<file path="config.mk">
export PLATFORM = sky130hd
export DESIGN_NAME = sr_config_tx
export DESIGN_NICKNAME = d
export VERILOG_FILES = /design/src/rtl/sr_cfg_pkg.sv /design/src/rtl/sr_phase_timer.sv /design/src/rtl/sr_config_tx.sv
export SDC_FILE = /design/constraint.sdc
export NUM_CORES = 1
export LEC_CHECK = 0
export BUFFER_PORTS_ARGS = -buffer_cell sky130_fd_sc_hd__buf_2
export CORE_ASPECT_RATIO = 1.25
export CORE_UTILIZATION = 59
export CTS_CLUSTER_DIAMETER = 100
export DETAILED_ROUTE_END_ITERATION = 10
export HOLD_SLACK_MARGIN = 0.15
export PLACE_DENSITY = 0.88
export SYNTH_ARGS = -nofsm -noshare
export SYNTH_HDL_FRONTEND = slang
export SYNTH_SLANG_ARGS = --single-unit
</file>
<file path="constraint.sdc">
create_clock -name CLK -period 4.7 [get_ports CLK]
set_clock_uncertainty 0.15 [all_clocks]
set_input_delay 0.235 -clock CLK [delete_from_list [all_inputs] [get_ports CLK]]
set_output_delay 0.235 -clock CLK [all_outputs]
set_load 0.05 [all_outputs]
</file>
<file path="src/rtl/sr_cfg_pkg.sv">
// sr_cfg_pkg: shared constants, state encoding and field map for the serial configuration link
package sr_cfg_pkg;
  localparam int N_BITS_DEF = 18;
  localparam int DT_LSB = 0;
  localparam int DT_MSB = 4;
  localparam int SEL_GEN1_LSB = 5;
  localparam int SEL_GEN1_MSB = 6;
  localparam int SEL_GEN2_LSB = 7;
  localparam int SEL_GEN2_MSB = 8;
  localparam int OUT_SEL_EXT_LSB = 9;
  localparam int OUT_SEL_EXT_MSB = 12;
  localparam int INPUT_SEL_BIT = 13;
  localparam int CLK_SEL_BIT = 14;
  localparam int PS_SEL_BIT = 15;
  localparam int PS3_SEL_BIT = 16;
  localparam int ENABLE_OUTPUT_BIT = 17;
  typedef enum logic [2:0] {S_IDLE, S_SRST, S_LOW, S_HIGH, S_FIN} state_t;
  function automatic int max2(input int a, input int b);
    return a > b ? a : b;
  endfunction
endpackage

</file>
<file path="src/rtl/sr_phase_timer.sv">
// sr_phase_timer: loadable down-counter flagging the last clock of a phase
module sr_phase_timer #(
  parameter int W = 2
) (
  input  logic         CLK,
  input  logic         RST_N,
  input  logic         LOAD,
  input  logic [W-1:0] LOAD_VAL,
  output logic         EXPIRED
);
  logic [W-1:0] cnt;
  assign EXPIRED = cnt == '0;
  // load holds for LOAD_VAL+1 clocks; counting stops at zero
  always_ff @(posedge CLK) begin
    if (!RST_N) cnt <= '0;
    else if (LOAD) cnt <= LOAD_VAL;
    else if (cnt != '0) cnt <= cnt - 1'b1;
  end
endmodule

</file>
<file path="src/rtl/sr_config_tx.sv">
// sr_config_tx: serializes a configuration word LSB first onto CLK_SR_OUT/DATA_OUT after a receiver reset
module sr_config_tx #(
  parameter int N_BITS      = sr_cfg_pkg::N_BITS_DEF,
  parameter int HALF_PERIOD = 2,
  parameter int RST_CYCLES  = 2
) (
  input  logic              CLK,
  input  logic              RST_N,
  input  logic              START,
  input  logic [N_BITS-1:0] CFG_DATA,
  output logic              CLK_SR_OUT,
  output logic              SR_RST_OUT,
  output logic              DATA_OUT,
  output logic              BUSY,
  output logic              DONE
);
  import sr_cfg_pkg::*;
  localparam int IW = $clog2(N_BITS);
  localparam int PW = $clog2(max2(HALF_PERIOD, RST_CYCLES) + 1);
  localparam logic [IW-1:0] LAST_IDX = IW'(N_BITS - 1);
  localparam logic [PW-1:0] RST_LOAD = PW'(RST_CYCLES - 1);
  localparam logic [PW-1:0] HP_LOAD  = PW'(HALF_PERIOD - 1);
  state_t            state;
  logic [N_BITS-1:0] shadow;
  logic [IW-1:0]     bit_idx;
  logic [IW-1:0]     nxt_idx;
  logic              load;
  logic              expired;
  logic [PW-1:0]     load_val;
  assign nxt_idx = bit_idx + 1'b1;
  // restart the phase timer on every state entry that has a timed phase
  always_comb begin
    load = 1'b0;
    load_val = HP_LOAD;
    load = (state == S_IDLE && START) ||
           (expired && (state == S_SRST || state == S_LOW || (state == S_HIGH && bit_idx != LAST_IDX)));
    load_val = state == S_IDLE ? RST_LOAD : HP_LOAD;
  end
  sr_phase_timer #(.W(PW)) u_timer (
    .CLK      (CLK),
    .RST_N    (RST_N),
    .LOAD     (load),
    .LOAD_VAL (load_val),
    .EXPIRED  (expired)
  );
  // transfer sequencer; every output is a register updated on state transitions
  always_ff @(posedge CLK) begin
    if (!RST_N) begin
      state      <= S_IDLE;
      shadow     <= '0;
      bit_idx    <= '0;
      CLK_SR_OUT <= 1'b0;
      SR_RST_OUT <= 1'b0;
      DATA_OUT   <= 1'b0;
      BUSY       <= 1'b0;
      DONE       <= 1'b0;
    end else begin
      case (state)
        S_IDLE: if (START) begin
          shadow     <= CFG_DATA;
          BUSY       <= 1'b1;
          SR_RST_OUT <= 1'b1;
          state      <= S_SRST;
        end
        S_SRST: if (expired) begin
          SR_RST_OUT <= 1'b0;
          bit_idx    <= '0;
          DATA_OUT   <= shadow[0];
          state      <= S_LOW;
        end
        S_LOW: if (expired) begin
          CLK_SR_OUT <= 1'b1;
          state      <= S_HIGH;
        end
        S_HIGH: if (expired) begin
          CLK_SR_OUT <= 1'b0;
          if (bit_idx == LAST_IDX) begin
            DATA_OUT <= 1'b0;
            BUSY     <= 1'b0;
            DONE     <= 1'b1;
            state    <= S_FIN;
          end else begin
            bit_idx  <= nxt_idx;
            DATA_OUT <= shadow[nxt_idx];
            state    <= S_LOW;
          end
        end
        S_FIN: begin
          DONE  <= 1'b0;
          state <= S_IDLE;
        end
        default: state <= S_IDLE;
      endcase
    end
  end
endmodule

</file>
# After elaboration in Yosys (flattened, before gate mapping)
# Cells that the tools add are included.
# op_classes
n_addsub	2
magnitude_cmp	1
eq_ne	12
n_mux	29
n_bitwise	1
reduce_logical	24
# op_table
cell	count
$mux 3	5
$mux 5	3
$reduce_bool 2->1	7
$mux 1	13
$pmux 3 s4	1
$reduce_and 3->1	4
$reduce_and 4->1	3
$ne 2x2->1 const B	5
$pmux 1 s2	5
$pmux 5 s2	1
$eq 3x2->1 const B	2
$lt 5x6->1 const B	1
$add 5x1->5 const B	1
$bmux 1 s5	1
$eq 5x5->1 const B	1
$ne 5x5->1 const B	1
$eq 3x1->1 const B	1
$eq 3x3->1 const B	1
$logic_and 1x1->1	3
$logic_not 3->1	1
$logic_or 1x1->1	3
$logic_not 2->1	1
$ne 2x1->1 const B	1
$reduce_and 2->1	1
other kinds (3)	3
# word_totals
regBits	33
input_bits	21
out_inout_bits	5

# Logic depth before layout (Yosys ltp)
# Gate-level depths: netlist of the first run.
# logic_depth
depth_word	6
mapped_depth	7
depth_no_buf	6

# Cells and area by module
# A second synthesis of the first run with hierarchy kept.
# hier_totals
cells_unflattened	197
hier_area_um2	1616.6
# by_module_without_submodules
module	n_inst	cells_each	area_per_inst_um2	seq_area_each_um2
sr_config_tx	1	184	1500.2	620.6
sr_phase_timer	1	13	116.4	40.0

# Worst setup path before layout of the first run
# OpenSTA, ideal clock, no wires.
# synth_timing
path_type	flip-flop to flip-flop
startpoint	register bit_idx[1]
endpoint	register DATA_OUT
setup_time_ps	136
arrival_ps	1658
setup_slack_ps	2756
stages_incl_launch_ff	6
path_buffers	0
synth_period_minus_slack_ps	1944
path_cell_list	dfxtp_1 -> inv_1 -> ha_1 -> mux4_1 -> o311ai_0 -> a211oi_1
# synth_via
elab_chain_cells	6
# synth_lines
item	line	rtl
from (decl)	sr_config_tx.sv:25	logic [IW-1:0] bit_idx;
from (signal assigned)	sr_config_tx.sv:83	bit_idx <= nxt_idx;
$add 5x1->5	sr_config_tx.sv:30	assign nxt_idx = bit_idx + 1'b1;
$bmux 1 s5	sr_config_tx.sv:84	DATA_OUT <= shadow[nxt_idx];
$mux 1 (implied by the code)	sr_config_tx.sv:84	
$mux 1 *	sr_config_tx.sv:77	if (bit_idx == LAST_IDX) begin
$mux 1 *	sr_config_tx.sv:75	S_HIGH: if (expired) begin
$pmux 1 s2 *	sr_config_tx.sv:58	case (state)
to (signal assigned)	sr_config_tx.sv:68	DATA_OUT <= shadow[0];
to (signal assigned)	sr_config_tx.sv:84	
to (decl)	sr_config_tx.sv:13	output logic DATA_OUT,
# Every way passes the cells marked *; elsewhere a longest branch is shown, timed or not. The select of a mux whose other input is x is not followed.
# A chain may end at the register's enable or synchronous reset.

# Worst setup path in the final report of the first run
# layout_timing
startpoint	register bit_idx[0]
endpoint	register DATA_OUT
# The elaborated chain is that of the path after synthesis.

==> run summary, run 1 <==
status = complete, no violations
RD Place Congestion = 0.863
pin count of the biggest net entering global routing = 30
Worst setup EP type = register
Startpoint Class = register
number of synthesized flops with an enable pin = 0
Congestion Overflow GR = 0
Worst Max-Slew Pin Slew = 0.880 ns
wire length per cell = 17.0 um
critical path's top delay family = flip-flops
crit path max fanout = 9
Final Hold Fails = 0
first-pass GRT wire length = 6950 um
RSZ-0062 raised after global routing = no
Pwr per Cell Area = 375 nW/um^2
area of the multi-input gates = 827 um^2
setup_tns = 0 ns
leak pwr = 0.000797 uW
via/cell ratio = 5.95
Crit-path slowest cell = dfxtp_1
share of synthesized registers carrying an async set or reset = 0%
Starting Density = 63.1%
most common cell after layout, fill and taps aside = nand2_1
H-tree levels = 2
Min-Delay Path Class = input port to register
Ys Warns = 0
Post-DP Area = 1690 um^2
die height = 59.6 um
Row Count = 20
Slew headroom = 41.2%
fin cells = 257
Vias = 1,529
initial antenna violation count = 0
first drt pass iteration count = 4
synthesized flop and latch total = 33
most frequent cells in the layout = 39 x nand2_1, 33 x dfxtp_1, 25 x buf_2
layout cells sized above 1 = 17.0%
post-detailed-route count of antenna-violating nets = 0
Critical path buffers and inverters = 0
Post-CTS Setup Inserts = 0
Achievable Freq = 418 MHz
worst path required time = 4.77 ns
Placed Cells = 230
syn avg cell area = 8.59 um^2
IO Pins = 26
drt initial violations = 57
Total GRT Usage = 36.3%
fin crit period = 2.40 ns
ANT cells = 0
count of cell types in the netlist = 39
CTS Buffer Depth = 2
DRC violations left = 0
Seq/Total Area, Yosys = 42.2%
Worst-Skew Late Latency = 0.35 ns
Final Max Tran Viols = 0
DP HPWL = 2350 um
Mapped Cells = 182
CTS root buf = clkbuf_4
FF+latch area = 661 um^2
Finished Core Util = 77.9%
clock-pin slew on the worst setup and hold paths = 0.10 ns
Die ar. = 2860 um^2
core area = 2480 um^2
ys flop type = dfxtp_1
clock sink total = 33
Fillers = 144
cell area after synthesis = 1560 um^2
Final nets = 247
VDD IR max = 0.396 mV
Worst EP arrival = 2.47 ns
Reg2Reg Setup Slack = 2.30 ns
vias in the first global route = 1,551
CP max stage delay = 0.61 ns
crit-path cells = ha_1 > mux4_1 > o311ai_0 > a211oi_1
path type of the worst setup path = register to register
Die W = 48.1 um
max-cap violations = 0
final wirelength = 4360 um
syn nets = 206
share of the clock period used by the worst path = 51.0%
number of port buffers = 25
P&R area growth vs syn = 23.4%
Total Power = 724 uW
Final setup viols = 0
Final Cell Area = 1930 um^2
CTS tree = built
Num CTS Buffers = 5
## path summary, 6_finish.rpt
kind	startpoint	to	cells past startpoint
hold reg to reg	shadow[2]	shadow[2]	2
setup reg to reg	bit_idx[0]	DATA_OUT	4
setup / recovery	bit_idx[0]	DATA_OUT	4
hold / removal	START	u_timer.cnt[0]	4
## layout make-up
cell class | instances | share of cell area [%]
sequential | 33 | 34.2
tap | 33 | 2.14
clock inverter | 1 | 0.389
clock buffer | 7 | 2.33
multi-input combinational | 131 | 42.8
inverter | 7 | 1.36
timing repair buffer | 45 | 16.7
## repair_timing
| item | in CTS | in global routing |
|---|---|---|
| hold buffers | 19 | 0 |
| resized for setup | 0 | 0 |
| endpoints found under the hold margin | 22 | 0 |
## synth_stat cells (2+ instances only)
cell       n  area, um^2
nand2_1   39         146
dfxtp_1   33         661
a21oi_1   24         120
nor2_1    13        48.8
inv_1      7        26.3
clkbuf_1   6        22.5
o21ai_0    5        25.0
mux4_1     4         105
nor3_1     4        20.0
buf_2      3        15.0
ha_1       3        37.5
nand3b_1   3        22.5
xnor2_1    3        26.3
xor2_1     3        26.3
a211oi_1   2        15.0
a22oi_1    2        15.0
mux2_2     2        22.5
mux2i_1    2        20.0
nand3_1    2        10.0
nor4_1     2        12.5
nor4b_1    2        17.5
## registers in the layout (all words and copies together), names as in the netlist
register and flops:
BUSY 1, SR_RST_OUT 1, DATA_OUT 1, u_timer.cnt 2, state 3, DONE 1, bit_idx 5, shadow 18
CLK_SR_OUT 1
## report_power, final
part	switching (uW)	total [uW]	internal, uW
Clock	98.2	157	58.9
Combinational	135	220	84.7
Sequential	32.1	347	315
Total	266	724	459
## through the flow
step	setup slack (ns)	hold slack (ns)
2_1_floorplan	2.76	0.221
3_3_place_gp	2.64	0.294
3_5_place_dp	2.56	0.299
4_1_cts	2.55	0.228
5_1_grt	2.14	0.302
6_report	2.30	0.250
## cell families (layout without fill, tap and decap cells)
group,Yosys count,count (layout),synth area share (%)
fa+ha+maj,3,3,2.40
compound gates,42,42,15.8
xor+xnor,6,6,3.36
mux,8,8,9.44
buf+inv,18,60,5.28
flops,33,33,42.2
simple gates,72,72,21.4
## routing by layer
layer  wire length, um  part of all wire [%]  global-route usage, %  vias to the layer above
met3               222                   5.1                   13.7                       25
met4               200                   4.6                   21.8                        0
met5                 0                     0                      0                        -
met1              1640                    38                   37.5                      730
met2              2290                    53                   59.7                       54
li1                  -                     -                      -                      720
## worst min-delay path, stage by stage
cell     delay (ns)
buf_2          0.12
nor3_1         0.15
a211o_1        0.14
a21oi_1        0.06
(Power assumes the default switching activity.)
==> run 2: changes to the inputs <==
--- a/config.mk
+++ b/config.mk
@@ -5,13 +5,14 @@
 export SDC_FILE = /design/constraint.sdc
 export NUM_CORES = 1
 export LEC_CHECK = 0
+export ABC_AREA = 1
 export BUFFER_PORTS_ARGS = -buffer_cell sky130_fd_sc_hd__buf_2
 export CORE_ASPECT_RATIO = 1.25
-export CORE_UTILIZATION = 59
+export CORE_UTILIZATION = 55
 export CTS_CLUSTER_DIAMETER = 100
 export DETAILED_ROUTE_END_ITERATION = 10
 export HOLD_SLACK_MARGIN = 0.15
-export PLACE_DENSITY = 0.88
+export PLACE_DENSITY = 0.83
 export SYNTH_ARGS = -nofsm -noshare
 export SYNTH_HDL_FRONTEND = slang
 export SYNTH_SLANG_ARGS = --single-unit
==> constraint.sdc (replaced) <==
create_clock -name CLK -period 2.45 [get_ports CLK]
set_clock_uncertainty 0.15 [all_clocks]
set_input_delay 0.1225 -clock CLK [delete_from_list [all_inputs] [get_ports CLK]]
set_output_delay 0.1225 -clock CLK [all_outputs]
set_load 0.05 [all_outputs]
==> run 2 against run 1 <==
Net effect:
- clock power increased by 100%
- routed wire length increased by 17%
- non-clock buffer count grew 19
- worst hold slack gained 0.060 ns
- utilization up 1.4 points
- largest cell class unchanged
==> run summary, run 2 <==
Row Count = 21
post-detailed-route count of antenna-violating nets = 0
Total GRT Usage = 35.0%
Starting Density = 59.9%
fin crit period = 2.33 ns
clock-pin slew on the worst setup and hold paths = 0.10 ns
Final Max Tran Viols = 0
Min Hold Slack = 0.310 ns
VDD IR max = 0.765 mV
synthesized flop and latch total = 33
Die W = 51.0 um
Achievable Freq = 429 MHz
Largest register FFs = 18
drt initial violations = 139
area leader, netlist = dfxtp_1
met3 usage = 9.18%
Fillers = 167
FF+latch area = 661 um^2
first drt pass iteration count = 5
Slew headroom = 69.7%
final worst setup slack = 0.122 ns
RD Place Congestion = 0.877
most frequent cells after synthesis = 33 x dfxtp_1, 32 x nand2_1, 30 x inv_1, 27 x a21oi_1, 23 x nor2_1
Num CTS Buffers = 5
ANT cells = 0
vias in the first global route = 1,833
Synth top area share = 40.0%
most common cell after layout, fill and taps aside = dlygate4sd3_1
Seq/Total Area, Yosys = 40.0%
via/cell ratio = 5.65
Startpoint Class = register
cell area after synthesis = 1650 um^2
wire length per cell = 15.8 um
Min-Delay Path Class = register to register
Congestion Overflow GR = 0
P&R area growth vs syn = 32.6%
Worst-Skew Late Latency = 0.34 ns
path type of the worst setup path = register to register
largest registers = shadow (18), bit_idx (5), state (3)
share of synthesized registers carrying an async set or reset = 0%
leak pwr = 0.000974 uW
DP HPWL = 2400 um
Worst setup EP type = register
setup_tns = 0 ns
top-count cell post-synth = dfxtp_1
CTS Buffer Depth = 2
H-tree levels = 2
share of the clock period used by the worst path = 95.0%
crit path max fanout = 32
number of port buffers = 25
initial antenna violation count = 0
number of synthesized flops with an enable pin = 0
most frequent cells in the layout = 38 x dlygate4sd3_1, 33 x dfxtp_1, 32 x nand2_1
Vias = 1,832
Worst Max-Slew Pin Slew = 0.454 ns
RSZ-0062 raised after global routing = no
max-cap violations = 0
count of cell types in the netlist = 28
CTS tree = built
die height = 63.3 um
ys flop type = dfxtp_1
Die ar. = 3230 um^2
worst path required time = 2.53 ns
Worst EP arrival = 2.41 ns
Synth area leaders = dfxtp_1 40%, a21oi_1 8.2%, nand2_1 7.3%
core area = 2760 um^2
pin count of the biggest net entering global routing = 33
Ys Warns = 0
final wirelength = 5120 um
syn nets = 252
IO Pins = 26
DRC violations left = 0
Final Hold Fails = 0
grt met2 use = 60.2%
clock sink total = 33
Total Power = 2170 uW
global routing's busiest layer = met2
Post-CTS Setup Inserts = 0
CTS root buf = clkbuf_4
Pwr per Cell Area = 992 nW/um^2
worst slack, placed = 0.718 ns
status = complete, no violations
Final nets = 314
layout cells sized above 1 = 17.2%
syn avg cell area = 7.24 um^2
area of the multi-input gates = 785 um^2
Mapped Cells = 228
Biggest register = shadow
first-pass GRT wire length = 8350 um
Final setup viols = 0
GR Util met1 = 36.3%
Finished Core Util = 79.4%
[run 2: changes by cell type after synthesis, moves of 4 or more]
| cell | delta |
|---|---|
| inv_1 | +23 |
| nand3_1 | +14 |
| nor2_1 | +10 |
| o21ai_0 | +10 |
| o21ai_1 | +9 |
| nand2_1 | -7 |
| clkbuf_1 | -4 |
| inv_2 | +4 |
| mux4_1 | -4 |
| o211ai_1 | +4 |
[run 2: stage by stage]
step	instance area (um^2)	instances
after global routing	2190	324
after detailed placement	1750	279
after floorplan	1650	228
after global placement	1750	279
after CTS	2190	324
final	2190	324
[run 2: what timing repair did]
action	in CTS	in global routing
hold buffers	38	0
hold endpoints to repair	26	0
gates resized for setup	0	0
[run 2: kinds of logic after synthesis]
group	count (synthesis)	synth area share, %
AO/OA/AOI/OAI	61	20.5
adder cells (fa/ha/maj)	3	2.27
AND/OR/NAND/NOR	86	24.2
flip-flops	33	40.0
buffers and inverters	44	12.5
XOR/XNOR	1	0.530
[run 2: worst paths after layout]
kind | start | end | slack [ns] | cells after the start
hold reg to reg | shadow[16] | shadow[16] | 0.31 | 2
hold / removal | shadow[16] | shadow[16] | 0.31 | 2
setup reg to reg | state[0] | shadow[6] | 0.12 | 7
setup / recovery | state[0] | shadow[6] | 0.12 | 7
[run 2: where the power goes]
part / switching, uW / total (uW) / internal (uW)
sequential: 98.3 / 789 / 691
combinational: 700 / 1060 / 364
clock: 183 / 318 / 135
[run 2: routing by layer]
layer	part of all wire (%)	vias to the layer above
li1	-	868
met1	37	827
met4	5.1	0
met2	51	108
met5	0	-
met3	7.2	29
[run 2: worst max-delay path: stages (launching register included)]
cell	delay (ns)
dfxtp_1	0.39
nor3_2	0.31
inv_2	0.08
nor2_4	0.21
inv_4	0.17
o21ai_1	0.23
dlygate4sd3_1	0.62
a21oi_1	0.05
[run 2: cell type report]
cell class	instances	area share (%)
inverters	35	6.11
repair buffers	64	23.4
well taps	34	1.94
clock buffers	7	2.51
multi-input cells	151	35.8
flip-flops and latches	33	30.2
==> run 3: changes to the inputs <==
--- a/config.mk
+++ b/config.mk
@@ -7,7 +7,7 @@
 export LEC_CHECK = 0
 export ABC_AREA = 1
 export BUFFER_PORTS_ARGS = -buffer_cell sky130_fd_sc_hd__buf_2
-export CORE_ASPECT_RATIO = 1.25
+export CORE_ASPECT_RATIO = 1.75
 export CORE_UTILIZATION = 55
 export CTS_CLUSTER_DIAMETER = 100
 export DETAILED_ROUTE_END_ITERATION = 10
==> run 3 against run 2 <==
Net effect:
- the run now ends with design-rule violations left
- worst hold slack worse by 0.057 ns
- cell count is 4.0% lower
- count of clock-buffer cells in the layout stayed put
- total power is 2.2% lower
- sequential share of layout area is 0.69 points higher
- first-iteration DRC count is 55% lower
- global-route usage is 5.1 points lower
- combinational power is 12% lower
- critical path depth stayed put
- via count is 5.7% lower
- routed wire length is 17% lower
- clock power is 27% higher
- critical endpoint is now shadow[3]
- highest routed layer unchanged
==> run summary, run 3 (synthesis results as in run 2) <==
Crit-path slowest cell = dlygate4sd3_1
Fillers = 213
max-cap violations = 0
Num CTS Buffers = 5
final wirelength = 4230 um
Slew headroom = 77.7%
die height = 74.5 um
post-detailed-route count of antenna-violating nets = 0
Critical path buffers and inverters = 3
clock sink total = 33
Startpoint Class = register
Row Count = 26
worst path required time = 2.46 ns
ANT cells = 0
CTS hold repair buffers = 30
core area = 2900 um^2
Worst Max-Slew Pin Slew = 0.332 ns
Achievable Freq = 450 MHz
via/cell ratio = 5.55
CTS tree = built
layout cells sized above 1 = 18.0%
first-pass GRT wire length = 7020 um
Post-DP Area = 1750 um^2
Largest register FFs = 18
Die ar. = 3230 um^2
Worst setup EP type = register
fin crit period = 2.22 ns
path type of the worst setup path = register to register
drt initial violations = 63
Final setup viols = 0
Final nets = 307
CP max stage delay = 0.59 ns
Final Cell Area = 2140 um^2
vias in the first global route = 1,668
H-tree levels = 2
Final Hold Fails = 0
DRC violations left = 6
P&R area growth vs syn = 29.6%
Congestion Overflow GR = 0
Starting Density = 57.0%
RSZ-0062 raised after global routing = no
number of port buffers = 25
crit-path cells = nor3_2 > inv_2 > nor2_4 > inv_4 > o21ai_0 > dlygate4sd3_1 > a21oi_1
DP HPWL = 2570 um
CTS root buf = clkbuf_8
Final Max Tran Viols = 0
Min-Delay Path Class = input port to register
Worst-Skew Late Latency = 0.28 ns
Worst EP arrival = 2.23 ns
Die W = 43.4 um
clock-pin slew on the worst setup and hold paths = 0.06 ns
status = finished, violations left
setup_tns = 0 ns
pin count of the biggest net entering global routing = 33
initial antenna violation count = 0
leak pwr = 0.000950 uW
Vias = 1,727
most common cell after layout, fill and taps aside = dfxtp_1
Biggest register = shadow
RD Place Congestion = 0.853
Post-CTS Setup Inserts = 0
cts repair resizes = 0
IO Pins = 26
Total Power = 2120 uW
largest registers = shadow (18), bit_idx (5), state (3)
wire length per cell = 13.6 um
failing checks = design-rule violations
first drt pass iteration count = 7
critical path's top delay family = buffers and inverters
crit path max fanout = 32
VDD IR max = 0.668 mV
Pwr per Cell Area = 992 nW/um^2
share of the clock period used by the worst path = 90.7%
Total GRT Usage = 29.9%
CTS Buffer Depth = 2
most frequent cells in the layout = 33 x dfxtp_1, 32 x nand2_1, 30 x inv_1, 30 x dlygate4sd3_1, 27 x a21oi_1
## run 3: cell types whose count changed in the layout (fill, tap and decap cells not counted), sizes merged
cell / change
dlygate4sd3: -8
buf: +1
## run 3: layout make-up
| type | count | area, um^2 | area share [%] |
|---|---|---|---|
| clock buffer | 7 | 86.3 | 4.03 |
| tap | 28 | 35.0 | 1.64 |
| inverter | 35 | 134 | 6.25 |
| sequential | 33 | 661 | 30.9 |
| multi-input combinational | 151 | 785 | 36.6 |
| timing repair buffer | 57 | 440 | 20.6 |
## run 3: final timing paths
| kind | startpoint | end | slack [ns] | depth (start not counted) |
|---|---|---|---|---|
| worst max-delay path | state[0] | shadow[3] | 0.23 | 7 |
| worst min-delay path | RST_N | bit_idx[2] | 0.25 | 3 |
| worst max register to register | state[0] | shadow[3] | 0.23 | 7 |
| worst min register to register | shadow[16] | shadow[16] | 0.32 | 2 |
## run 3: through the flow
stage,hold WS [ns],setup WS [ns],instances,utilization (%)
3_3_place_gp,0.197,0.637,274,60.6
5_1_grt,0.259,0.100,311,73.9
3_5_place_dp,0.201,0.635,274,60.6
6_report,0.253,0.228,311,73.9
2_1_floorplan,0.107,0.912,228,-
4_1_cts,0.232,0.308,311,73.9
## run 3: worst min-delay path: cells and delay by family
family,cells,cell delay [ns]
buf+inv,2,0.44
compound gates,1,0.06
## run 3: power breakdown
| group | leakage, uW | internal (uW) | switching [uW] |
|---|---|---|---|
| Clock | 0.0000443 | 222 | 181 |
| Sequential | 0.000272 | 692 | 92.0 |
| Combinational | 0.000635 | 328 | 609 |
## run 3: layer usage
metal | part of all wire, % | global-route usage (%) | wire length, um
met1 | 35 | 26.6 | 1470
met3 | 5.0 | 7.28 | 211
met2 | 56 | 58.1 | 2360
met4 | 4.4 | 17.7 | 187
met5 | 0 | 0 | 0
